--- src/rtl/regfile_wb_arbiter_if.sv ---
// Bundle of request, handshake, scoreboard and write-port signals shared
// between the register-file write arbiter and its clients.
interface regfile_wb_arbiter_if #(
  parameter int DATA_W = 32
);
  // Source A: in-order pipeline writeback (never stalled)
  logic              a_valid;
  logic [4:0]        a_addr;
  logic              a_link;
  logic [DATA_W-1:0] a_data;
  // Source B: long-latency unit, valid/ready handshake
  logic              b_valid;
  logic              b_ready;
  logic [4:0]        b_addr;
  logic [DATA_W-1:0] b_data;
  // Scoreboard allocation from issue, busy flags back to decode
  logic              alloc_valid;
  logic [4:0]        alloc_addr;
  logic [31:0]       busy;
  logic              hold_valid;
  // Register file write port
  logic              wb_we;
  logic [4:0]        wb_addr;
  logic [DATA_W-1:0] wb_data;

  modport master (
    output a_valid, a_addr, a_link, a_data,
    output b_valid, b_addr, b_data,
    output alloc_valid, alloc_addr,
    input  b_ready, busy, hold_valid,
    input  wb_we, wb_addr, wb_data
  );

  modport slave (
    input  a_valid, a_addr, a_link, a_data,
    input  b_valid, b_addr, b_data,
    input  alloc_valid, alloc_addr,
    output b_ready, busy, hold_valid,
    output wb_we, wb_addr, wb_data
  );
endinterface

--- src/rtl/regfile_wb_arbiter.sv ---
// Write-port arbiter for the 32x32 MIPS register file. Shares the single
// write port between the unstallable pipeline writeback (A) and a
// long-latency unit (B), parks at most one A write, prevents B starvation,
// and keeps a per-register busy scoreboard of outstanding B results.
module regfile_wb_arbiter #(
  parameter int DATA_W       = 32,
  parameter int STARVE_LIMIT = 4
) (
  input logic                clk,
  input logic                rst,
  regfile_wb_arbiter_if.slave bus
);

  typedef enum logic [1:0] {
    SRC_NONE,
    SRC_HOLD,
    SRC_B,
    SRC_A
  } src_e;

  localparam logic [3:0] LIMIT = 4'(STARVE_LIMIT);

  logic              hold_valid_q;
  logic [4:0]        hold_addr_q;
  logic [DATA_W-1:0] hold_data_q;
  logic [3:0]        starve_q;
  logic [31:1]       busy_q;
  logic              wb_we_q;
  logic [4:0]        wb_addr_q;
  logic [DATA_W-1:0] wb_data_q;

  src_e              winner;
  logic [4:0]        a_eff_addr;
  logic [4:0]        win_addr;
  logic [DATA_W-1:0] win_data;
  logic              b_xfer;
  logic              a_park;
  logic [31:0]       busy_set;
  logic [31:0]       busy_clr;

  assign a_eff_addr = bus.a_link ? 5'd31 : bus.a_addr;

  // Pick this cycle's winner by fixed priority: parked A, starved B, A, B.
  // NOTE: every signal written here gets a default first so no latch is inferred.
  always_comb begin
    winner   = SRC_NONE;
    win_addr = a_eff_addr;
    win_data = bus.a_data;
    if (rst) begin
      winner = SRC_NONE;
    end else if (hold_valid_q) begin
      winner   = SRC_HOLD;
      win_addr = hold_addr_q;
      win_data = hold_data_q;
    end else if (bus.b_valid && (starve_q == LIMIT)) begin
      winner   = SRC_B;
      win_addr = bus.b_addr;
      win_data = bus.b_data;
    end else if (bus.a_valid) begin
      winner = SRC_A;
    end else if (bus.b_valid) begin
      winner   = SRC_B;
      win_addr = bus.b_addr;
      win_data = bus.b_data;
    end
  end

  assign bus.b_ready = (winner == SRC_B);
  assign b_xfer      = bus.b_valid && bus.b_ready;
  // A that loses arbitration must park; only hold or a starved B can beat it.
  assign a_park      = bus.a_valid && (winner != SRC_A) && !rst;

  // Scoreboard set/clear masks; bit 0 is dropped when the flags are stored.
  assign busy_set = bus.alloc_valid ? (32'd1 << bus.alloc_addr) : 32'd0;
  assign busy_clr = b_xfer          ? (32'd1 << bus.b_addr)     : 32'd0;

  // Control state: write port, hold flag, starve counter and busy flags.
  // NOTE: sequential state uses non-blocking assignments so all registers
  // update together from pre-edge values.
  always_ff @(posedge clk) begin
    if (rst) begin
      wb_we_q      <= 1'b0;
      wb_addr_q    <= 5'd0;
      wb_data_q    <= '0;
      hold_valid_q <= 1'b0;
      starve_q     <= 4'd0;
      busy_q       <= '0;
    end else begin
      // A winner aimed at r0 uses the slot but writes nothing.
      if ((winner != SRC_NONE) && (win_addr != 5'd0)) begin
        wb_we_q   <= 1'b1;
        wb_addr_q <= win_addr;
        wb_data_q <= win_data;
      end else begin
        wb_we_q <= 1'b0;
      end

      if (a_park) begin
        hold_valid_q <= 1'b1;
      end else if (winner == SRC_HOLD) begin
        hold_valid_q <= 1'b0;
      end

      if (b_xfer || !bus.b_valid) begin
        starve_q <= 4'd0;
      end else if (starve_q != LIMIT) begin
        starve_q <= starve_q + 4'd1;
      end

      // Set after clear so a same-address alloc wins over a B transfer.
      busy_q <= (busy_q & ~busy_clr[31:1]) | busy_set[31:1];
    end
  end

  // Parked A payload; meaningful only while hold_valid_q is set.
  // NOTE: payload registers are left unreset; the valid flag alone guards them.
  always_ff @(posedge clk) begin
    if (a_park) begin
      hold_addr_q <= a_eff_addr;
      hold_data_q <= bus.a_data;
    end
  end

  assign bus.busy       = {busy_q, 1'b0};
  assign bus.hold_valid = hold_valid_q;
  assign bus.wb_we      = wb_we_q;
  assign bus.wb_addr    = wb_addr_q;
  assign bus.wb_data    = wb_data_q;

endmodule

--- src/flat_wrapper.sv ---
// flat-port wrapper written by rule: the top's interface ports become plain ports
module regfile_wb_arbiter_flat 
#(
  parameter int DATA_W       = 32,
  parameter int STARVE_LIMIT = 4
)
  (clk, rst, bus_a_valid, bus_a_addr, bus_a_link, bus_a_data, bus_b_valid, bus_b_addr, bus_b_data, bus_alloc_valid, bus_alloc_addr, bus_b_ready, bus_busy, bus_hold_valid, bus_wb_we, bus_wb_addr, bus_wb_data);
  regfile_wb_arbiter_if #(.DATA_W(DATA_W)) bus_i ();
  input logic clk;
  input logic rst;
  input wire logic [$bits(bus_i.a_valid)-1:0] bus_a_valid;
  input wire logic [$bits(bus_i.a_addr)-1:0] bus_a_addr;
  input wire logic [$bits(bus_i.a_link)-1:0] bus_a_link;
  input wire logic [$bits(bus_i.a_data)-1:0] bus_a_data;
  input wire logic [$bits(bus_i.b_valid)-1:0] bus_b_valid;
  input wire logic [$bits(bus_i.b_addr)-1:0] bus_b_addr;
  input wire logic [$bits(bus_i.b_data)-1:0] bus_b_data;
  input wire logic [$bits(bus_i.alloc_valid)-1:0] bus_alloc_valid;
  input wire logic [$bits(bus_i.alloc_addr)-1:0] bus_alloc_addr;
  output wire logic [$bits(bus_i.b_ready)-1:0] bus_b_ready;
  output wire logic [$bits(bus_i.busy)-1:0] bus_busy;
  output wire logic [$bits(bus_i.hold_valid)-1:0] bus_hold_valid;
  output wire logic [$bits(bus_i.wb_we)-1:0] bus_wb_we;
  output wire logic [$bits(bus_i.wb_addr)-1:0] bus_wb_addr;
  output wire logic [$bits(bus_i.wb_data)-1:0] bus_wb_data;
  assign bus_i.a_valid = bus_a_valid;
  assign bus_i.a_addr = bus_a_addr;
  assign bus_i.a_link = bus_a_link;
  assign bus_i.a_data = bus_a_data;
  assign bus_i.b_valid = bus_b_valid;
  assign bus_i.b_addr = bus_b_addr;
  assign bus_i.b_data = bus_b_data;
  assign bus_i.alloc_valid = bus_alloc_valid;
  assign bus_i.alloc_addr = bus_alloc_addr;
  assign bus_b_ready = bus_i.b_ready;
  assign bus_busy = bus_i.busy;
  assign bus_hold_valid = bus_i.hold_valid;
  assign bus_wb_we = bus_i.wb_we;
  assign bus_wb_addr = bus_i.wb_addr;
  assign bus_wb_data = bus_i.wb_data;
  regfile_wb_arbiter #(.DATA_W(DATA_W), .STARVE_LIMIT(STARVE_LIMIT)) u_core (.clk(clk), .rst(rst), .bus(bus_i));
endmodule
--- config.mk ---
export PLATFORM = sky130hd
export DESIGN_NAME = regfile_wb_arbiter_flat
export DESIGN_NICKNAME = d
export VERILOG_FILES = /design/src/rtl/regfile_wb_arbiter_if.sv /design/src/rtl/regfile_wb_arbiter.sv /design/src/flat_wrapper.sv
export SDC_FILE = /design/constraint.sdc
export NUM_CORES = 1
export LEC_CHECK = 0
export CELL_PAD_IN_SITES_DETAIL_PLACEMENT = 0
export CELL_PAD_IN_SITES_GLOBAL_PLACEMENT = 1
export CORE_ASPECT_RATIO = 1.4
export CORE_UTILIZATION = 32
export CTS_CLUSTER_DIAMETER = 80
export DETAILED_ROUTE_END_ITERATION = 6
export GPL_ROUTABILITY_DRIVEN = 0
export PLACE_DENSITY_LB_ADDON = 0.1
export SLEW_MARGIN = 20
export SYNTH_ARGS = -nofsm -noshare
export SYNTH_HDL_FRONTEND = slang
export SYNTH_SLANG_ARGS = --single-unit
--- constraint.sdc ---
create_clock -name clk -period 2.57 [get_ports clk]
set_input_delay 0.514 -clock clk [delete_from_list [all_inputs] [get_ports clk]]
set_output_delay 0.514 -clock clk [all_outputs]
set_load 0.005 [all_outputs]
Word-level counts from Yosys, hierarchy flattened. Cells that the tools add are included.

$add $sub $neg: 1. Equal/unequal tests: 5. Shifts and indexed selects: 2. Muxes and demuxes: 20. Bitwise logic cells: 3. Reduce and logical (&&, ||, !) cells: 12.

Operators by type and width (count): $mux W32 (6); $shl A1 B5 Y32 const A (2); $and A31 B31 Y31 (1); $not A31 Y31 (1); $or A31 B31 Y31 (1); $mux W5 (6); $mux W2 (5); $logic_and A1 B1 Y1 (5); $reduce_bool A5 Y1 (1); $add A4 B1 Y4 const B (1); $eq A4 B3 Y1 const B (1); $ne A4 B3 Y1 const B (1); $reduce_bool A2 Y1 (2); $mux W1 (3); $eq A2 B1 Y1 const B (1); $eq A2 B2 Y1 const B (1); $logic_not A1 Y1 (2); $ne A2 B2 Y1 const B (1); $reduce_or A2 Y1 (1); $logic_or A1 B1 Y1 (1).

Bits in registers: 111. Input bits: 85. Output and inout bits: 72. Logic and storage cells: 51.

Logic depth before layout (Yosys ltp). Gate-level depths: netlist (run 1).

Depth in word-level cells: 11. Depth in mapped cells: 11.

Worst setup path before layout (run 1). Ideal clock, no wire load.

Path kind: register to register. Start: register u_core.starve_q[0]. End: register u_core.wb_data_q[12], in the netlist u_core.bus.wb_data[12]. Setup time: 146 ps. Arrival: 2592 ps. Required time: 2424 ps. Setup slack: -168 ps. Stages on the path, launching flop included: 12. Path buffers: 3. Cells stage by stage: dfxtp_1 inv_1 ha_1 and4b_1 buf_2 o211a_1 or3_4 or4_4 buf_6 buf_6 o211ai_2 o311ai_2.

Longest elaborated chain between the ends: 7. Elaborated cells on any way between the ends: 13.

Ends and longest elaborated chain: from (decl) (line regfile_wb_arbiter.sv:26) `logic [3:0] starve_q;`; from (signal assigned) (line regfile_wb_arbiter.sv:107) `starve_q <= starve_q + 4'd1;`; $eq A4 B3 Y1 * (line regfile_wb_arbiter.sv:55) `end else if (bus.b_valid && (starve_q == LIMIT)) begin`; $logic_and A1 B1 Y1 * (line regfile_wb_arbiter.sv:55); $mux W5 or $mux W2 (tied branches) (line regfile_wb_arbiter.sv:55); $mux W5 or $mux W2 (tied branches) (line regfile_wb_arbiter.sv:51) `end else if (hold_valid_q) begin`; $mux W5 or $mux W2 (tied branches) (line regfile_wb_arbiter.sv:49) `if (rst) begin`; $reduce_bool A5 Y1 or $reduce_bool A2 Y1 (tied branches) (line regfile_wb_arbiter.sv:90) `if ((winner != SRC_NONE) && (win_addr != 5'd0)) begin`; $logic_and A1 B1 Y1 (line regfile_wb_arbiter.sv:90); to (signal assigned) (line regfile_wb_arbiter.sv:93) `wb_data_q <= win_data;`; to (decl) (line regfile_wb_arbiter.sv:30) `logic [DATA_W-1:0] wb_data_q;`.

Every way passes the cells marked *; elsewhere a longest branch is shown, timed or not. A chain may end at the register's enable or synchronous reset.

Worst setup path after layout (run 1).
Start: input port bus_b_valid. End: register u_core.wb_data_q[10], in the netlist u_core.bus.wb_data[10].

Longest elaborated chain between the ends: 7. Elaborated cells on any way between the ends: 18.

Ends and longest elaborated chain: from (decl) (line flat_wrapper.sv:15) `input wire logic [$bits(bus_i.b_valid)-1:0] bus_b_valid;`; $mux W5 or $mux W2 (tied branches) (line regfile_wb_arbiter.sv:61) `end else if (bus.b_valid) begin`; $mux W5 or $mux W2 (tied branches) (line regfile_wb_arbiter.sv:59) `end else if (bus.a_valid) begin`; $mux W5 or $mux W2 (tied branches) (line regfile_wb_arbiter.sv:55); $mux W5 or $mux W2 (tied branches) (line regfile_wb_arbiter.sv:51); $mux W5 or $mux W2 (tied branches) (line regfile_wb_arbiter.sv:49); $reduce_bool A5 Y1 or $reduce_bool A2 Y1 (tied branches) (line regfile_wb_arbiter.sv:90); $logic_and A1 B1 Y1 (line regfile_wb_arbiter.sv:90).

Several ways; a longest one is shown, not always the timed one.

==> results.py, run 1 <==
metrics = {
    "outcome": {
        "status": "finished with violations",
        "violations": "negative setup slack",
    },
    "drt": {
        "drt_iter0_markers": 224,
        "wirelength_um": 17900,
        "highest_layer": "met4",
        "wl_met3_um": 1000,
        "via_count": 5190,
        "wl_per_cell_um": 18.0,
        "drc_errors": 0,
        "viasPerCell": 5.21,
        "wl_met1_um": 6950,
        "wl_met2_um": 9490,
        "drtPass1Iterations": 4,
        "ant_nets": 0,
    },
    "clock_network": {
        "clkTransAtPathRegs_ns": 0.08,
        "cts_hold_buf": 0,
        "clock_sinks": 111,
        "cts_tree": "yes",
        "cts_buffers": 9,
        "clk_latency_ns": 0.36,
        "root_buffer": "clkbuf_16",
        "cts_buffer_depth": 2,
        "htreeDepth": 3,
    },
    "die": {
        "num_rows": 56,
        "fp.dieH_um": 158,
        "coreArea_sq_um": 16800,
        "initial_core_util_pct": 32.9,
        "die-area_sq_um": 17800,
        "dieWidth_um": 113,
        "pin_count": 157,
    },
    "setup_path": {
        "crit_type": "input port to register",
        "critPathMaxStageDelay_ns": 0.52,
        "cp_cell_sequence": "clkdlybuf4s15_1, and4b_2, o211a_1, or3_4, or4_4, buf_16, o211ai_1, o311ai_4",
        "crit_fanout": 6,
        "start_kind": "input port",
        "crit_path_start": "bus_b_valid",
        "arrival_ns": 2.83,
        "path_delay_family": "simple AND/OR/NAND/NOR gates",
        "critPathCaptureType": "register",
        "worstPathRequired_ns": 2.79,
        "crit_slowest_cell": "or4_4",
        "timing.rr.start": "u_core.starve_q[0]",
        "worst-path-buf-inv": 2,
    },
    "timing": {
        "relSlewSlack_pct": 56.5,
        "period_minus_slack_ns": 2.61,
        "finClkSkew_ns": 0.00622,
        "rsz0062_at_grt": "yes",
        "slew_viol_final": 0,
        "setup_violations": 8,
        "finalHoldViolCount": 0,
        "clock.fmax_mhz": 383,
        "tightest_slew_ns": 0.648,
        "fin_ws_ns": -0.0408,
        "fin_crit_sh_pct": 102,
        "hold_ws_ns": 0.479,
    },
    "placed_design": {
        "hpwlAfterDp_um": 12600,
        "port-buffer-count": 155,
        "preCtsSetupSlack_ns": -0.477,
    },
    "yosys": {
        "synth_seq_cells": 111,
        "synth_edf_count": 37,
        "synth_top_area_cell": "dfxtp_1",
        "syn_area_sq_um": 5540,
        "synth_area_leaders": "dfxtp_1, edfxtp_1, nand2_1, mux2i_1, o21ai_0",
        "postSynth.asyncResetShare_pct": 0,
        "yosysSeqAreaShare_pct": 46.8,
        "post_synth.cell_area_avg_sq_um": 9.25,
        "synth_cell_types": 57,
        "synth_ff_type": "dfxtp_1",
        "ys_warn_count": 0,
        "synth_nets": 686,
        "yosys.area.top_type_share_pct": 26.8,
        "synth_cells": 599,
    },
    "grt": {
        "grt_pass1_vias": 5269,
        "grtUsageTotal_pct": 20.1,
        "grt_first_pass_wirelength_um": 27700,
        "grt_antenna_before_repair": 0,
        "overflow": 0,
        "grt_max_degree": 63,
    },
    "hold_path": {
        "hold_class": "register to register",
        "worstHoldStart": "u_core.busy_q[22]",
    },
    "pwr": {
        "p_leak_nw": 3.12,
        "powerDensity_nw_per_um2": 495,
        "vdd_ir_drop_max_mv": 0.250,
    },
    "job": {
        "maxCapViolCount": 0,
    },
    "finish": {
        "final_layout_size_suffix_gt1_share_pct": 18.5,
        "fin_nets": 875,
        "syn2layout_area_growth_pct": 53.3,
        "antenna_cells": 0,
        "final_core_util_pct": 50.5,
    },
}
==> timing repair <==
action | CTS | global route
gates resized for setup | 26 | 21
setup endpoints to repair | 35 | 36
pin swaps | 6 | 17
buffers inserted | 9 | 1
cloned | 3 | 2
==> Yosys cell counts (4+ instances only) <==
cell type / instances
o311ai_1: 11
nor2b_1: 9
nand3_1: 36
o211a_1: 4
a221o_1: 11
mux2i_1: 33
buf_1: 5
inv_1: 5
a21oi_1: 31
nand2b_1: 7
or2_2: 4
edfxtp_1: 37
o311ai_2: 11
o211ai_2: 11
buf_6: 5
o211ai_1: 11
nand2_1: 104
clkbuf_1: 34
o21ai_0: 60
dfxtp_1: 74
nor3_1: 8
nor2_1: 41
==> cell type report <==
cell class	instances	area, sq um
clock inverters	6	71.3
multi-input cells	435	2960
inverters	6	22.5
repair buffers	225	2330
clock buffers	10	250
well taps	203	254
fillers	1604	8330
flip-flops and latches	111	2600
==> kinds of logic (layout without fill, tap and decap cells) <==
| group | after synthesis | count (layout) | share of synthesized area [%] |
|---|---|---|---|
| xor gates and xnor gates | 1 | 1 | 0.158 |
| adders and majority gates | 2 | 2 | 0.452 |
| buffers and inverters | 53 | 247 | 4.38 |
| AOI/OAI and AO/OA | 165 | 165 | 22.2 |
| other | 1 | 1 | 0.0677 |
| muxes | 35 | 35 | 6.37 |
| and+or+nand+nor | 231 | 231 | 19.5 |
| DFF | 111 | 111 | 46.8 |
==> final timing paths <==
path | endpoint | slack [ns] | cells past startpoint
max | u_core.bus.wb_data[10] | -0.04 | 8
min | u_core.busy_q[22] | 0.48 | 2
max reg2reg | u_core.bus.wb_data[10] | -0.04 | 9
min reg2reg | u_core.busy_q[22] | 0.48 | 2
==> flip-flops by register name, indices dropped and copies added, names as in the netlist <==
register / flops
u_core.bus.hold_valid: 1
u_core.bus.wb_addr: 5
u_core.bus.wb_data: 32
u_core.bus.wb_we: 1
u_core.busy_q: 31
u_core.hold_addr_q: 5
u_core.hold_data_q: 32
u_core.starve_q: 4
==> power breakdown <==
group          switching (mW)  internal [mW]
registers              0.0418           1.87
logic                   0.349          0.428
clock network           0.690          0.827
==> per-layer routing <==
| layer | up-vias | GRT usage [%] |
|---|---|---|
| met5 | - | 0 |
| met4 | 0 | 9.09 |
| met3 | 25 | 4.48 |
| met2 | 142 | 37.8 |
| met1 | 2446 | 21.3 |
| li1 | 2577 | - |
==> cell usage in the layout (no fill, tap or decap), drive strengths merged, types with 11 or more instances in the layout <==
cell and count:
clkdlybuf4s50 149, nand2 104, dfxtp 74, buf 68
o21ai 61, nor2 41, edfxtp 37, nand3 36
mux2i 33, a21oi 31, o311ai 22, o211ai 22
clkbuf 12, a221o 11
==> tightest hold or removal path, cell delays in order, from the launching register on <==
cell and delay [ns]:
dfxtp_1 0.31, o21ai_0 0.06, a21oi_1 0.06
==> per-stage QoR <==
step | instances | total power [mW] | area (sq um) | TNS, ns
floorplan | 599 | 2.25 | 5550 | -0.00485
global placement | 965 | 2.65 | 7670 | -15.79
detailed placement | 965 | 2.67 | 7670 | -19.11
CTS | 993 | 4.24 | 8280 | -0.00843
global route | 996 | 4.40 | 8490 | -1.96
finish | 996 | 4.21 | 8490 | -0.130
(Power assumes the default switching activity.)
==> inputs of run 2 (changes only) <==
--- a/config.mk
+++ b/config.mk
@@ -7,7 +7,6 @@
 export LEC_CHECK = 0
 export CELL_PAD_IN_SITES_DETAIL_PLACEMENT = 0
 export CELL_PAD_IN_SITES_GLOBAL_PLACEMENT = 1
-export CORE_ASPECT_RATIO = 1.4
 export CORE_UTILIZATION = 32
 export CTS_CLUSTER_DIAMETER = 80
 export DETAILED_ROUTE_END_ITERATION = 6
==> results.py, run 2 (synthesis gave the netlist of run 1 again) <==
metrics = {
    "setup_path": {
        "crit_type": "register to register",
        "crit_slowest_cell": "or4_4",
        "timing.reg2reg.setup_slack_ns": -0.02,
        "arrival_ns": 2.81,
        "critPathCaptureType": "register",
        "crit_fanout": 6,
        "start_kind": "register",
        "path_delay_family": "simple AND/OR/NAND/NOR gates",
        "r2r_cells": 10,
        "critPathMaxStageDelay_ns": 0.48,
        "worstReg2RegEnd": "u_core.bus.wb_data[13]",
        "worstPathRequired_ns": 2.79,
        "worst-path-buf-inv": 3,
        "timing.rr.start": "u_core.starve_q[1]",
        "cp_cell_sequence": "inv_2, ha_4, and4b_2, o211a_1, or3_4, or4_4, buf_6, buf_16, o211ai_4, o311ai_2",
    },
    "pwr": {
        "vdd_ir_drop_max_mv": 0.306,
        "powerDensity_nw_per_um2": 486,
        "p_leak_nw": 2.92,
        "finalPower_mw": 4.02,
    },
    "placed_design": {
        "hpwlAfterDp_um": 12100,
        "dpl_cell_area_sq_um": 7640,
        "preCtsSetupSlack_ns": -0.471,
        "port-buffer-count": 155,
    },
    "timing": {
        "tns_ns": -0.0192,
        "finClkSkew_ns": 0.00849,
        "setup_violations": 2,
        "relSlewSlack_pct": 58.2,
        "tightest_slew_ns": 0.627,
        "hold_ws_ns": 0.481,
        "rsz0062_at_grt": "yes",
        "period_minus_slack_ns": 2.59,
        "slew_viol_final": 0,
        "finalHoldViolCount": 0,
        "fin_crit_sh_pct": 101,
        "clock.fmax_mhz": 386,
        "fin_ws_ns": -0.0186,
    },
    "grt": {
        "grtUsageTotal_pct": 19.7,
        "grt_first_pass_wirelength_um": 27600,
        "grt_antenna_before_repair": 0,
        "overflow": 0,
        "grt_max_degree": 67,
        "grt_pass1_vias": 5269,
    },
    "drt": {
        "drt_iter0_markers": 312,
        "wirelength_um": 17400,
        "viasPerCell": 5.20,
        "drtPass1Iterations": 7,
        "wl_per_cell_um": 17.3,
        "ant_nets": 0,
        "drc_errors": 0,
        "via_count": 5234,
    },
    "hold_path": {
        "hold_end": "u_core.busy_q[4]",
        "hold_class": "register to register",
        "min_path_cells": 2,
        "worstHoldStart": "u_core.busy_q[4]",
    },
    "clock_network": {
        "cts_buffers": 9,
        "clkTransAtPathRegs_ns": 0.07,
        "clk_latency_ns": 0.36,
        "htreeDepth": 3,
        "cts_hold_buf": 0,
        "root_buffer": "clkbuf_16",
        "clock_sinks": 111,
        "cts_tree": "yes",
        "cts_buffer_depth": 2,
    },
    "die": {
        "dieWidth_um": 134,
        "fp.dieH_um": 134,
        "num_rows": 47,
        "pin_count": 157,
        "die-area_sq_um": 17800,
        "coreArea_sq_um": 16800,
        "initial_core_util_pct": 33.0,
    },
    "finish": {
        "final_layout_size_suffix_gt1_share_pct": 17.2,
        "antenna_cells": 0,
        "fillers": 1556,
        "multi_input_area_sq_um": 2860,
        "fin_nets": 868,
        "ff_latch_area_sq_um": 2600,
        "syn2layout_area_growth_pct": 49.4,
        "fin_area_sq_um": 8270,
        "final_common_cell": "clkdlybuf4s50_1",
        "layout_common_cells": "clkdlybuf4s50_1, nand2_1, dfxtp_1",
    },
    "outcome": {
        "violations": "negative setup slack",
        "status": "finished with violations",
    },
    "job": {
        "maxCapViolCount": 0,
    },
}
[run 2: metal layers]
metal	track usage, %	vias to the layer above	routed length [um]
met5	0	-	0
met4	5.43	0	252
met3	3.46	20	917
met2	32.3	165	8110
met1	26.4	2476	8140
li1	-	2573	-
[run 2: worst min-delay path: cells and delay by family, from the launching register on]
kind               cells  cell delay, ns
AOI/OAI and AO/OA      2            0.13
DFF                    1            0.31
[run 2: how the worst max path moves through the flow]
stage,from,end,depth (start not counted)
after floorplan,bus_a_valid,u_core.bus.wb_data[13],8
after global placement,bus_a_link,u_core.bus.wb_data[8],8
after detailed placement,bus_b_valid,u_core.bus.wb_data[9],8
after CTS,u_core.starve_q[0],bus_b_ready,8
after global routing,u_core.starve_q[1],u_core.bus.wb_data[13],10
final,u_core.starve_q[1],u_core.bus.wb_data[13],10
[run 2: final cells by class]
class                      instances  share of cell area [%]
tap                              220                    3.33
timing repair buffer             218                    27.1
inverter                           6                   0.272
multi-input combinational        435                    34.6
clock buffer                      12                    2.98
clock inverter                     4                   0.333
sequential                       111                    31.4
[run 2: power breakdown]
group / internal, mW / leakage (nW) / switching (mW)
Combinational: 0.410 / 1.84 / 0.335
Clock: 0.691 / 0.138 / 0.668
Sequential: 1.87 / 0.940 / 0.0431
[run 2: stage by stage]
step                      std cells  util, %
after global routing           1006     49.4
after detailed placement        976     45.6
final                          1006     49.4
after floorplan                 599        -
after global placement          976     45.6
after CTS                      1004     48.9
[run 2: repair_timing]
action                     in CTS  in global routing
pin swaps                      14                 10
buffers inserted                7                  2
gates resized for setup        29                 13
gates cloned                    5                  0
setup endpoints to repair      24                 36
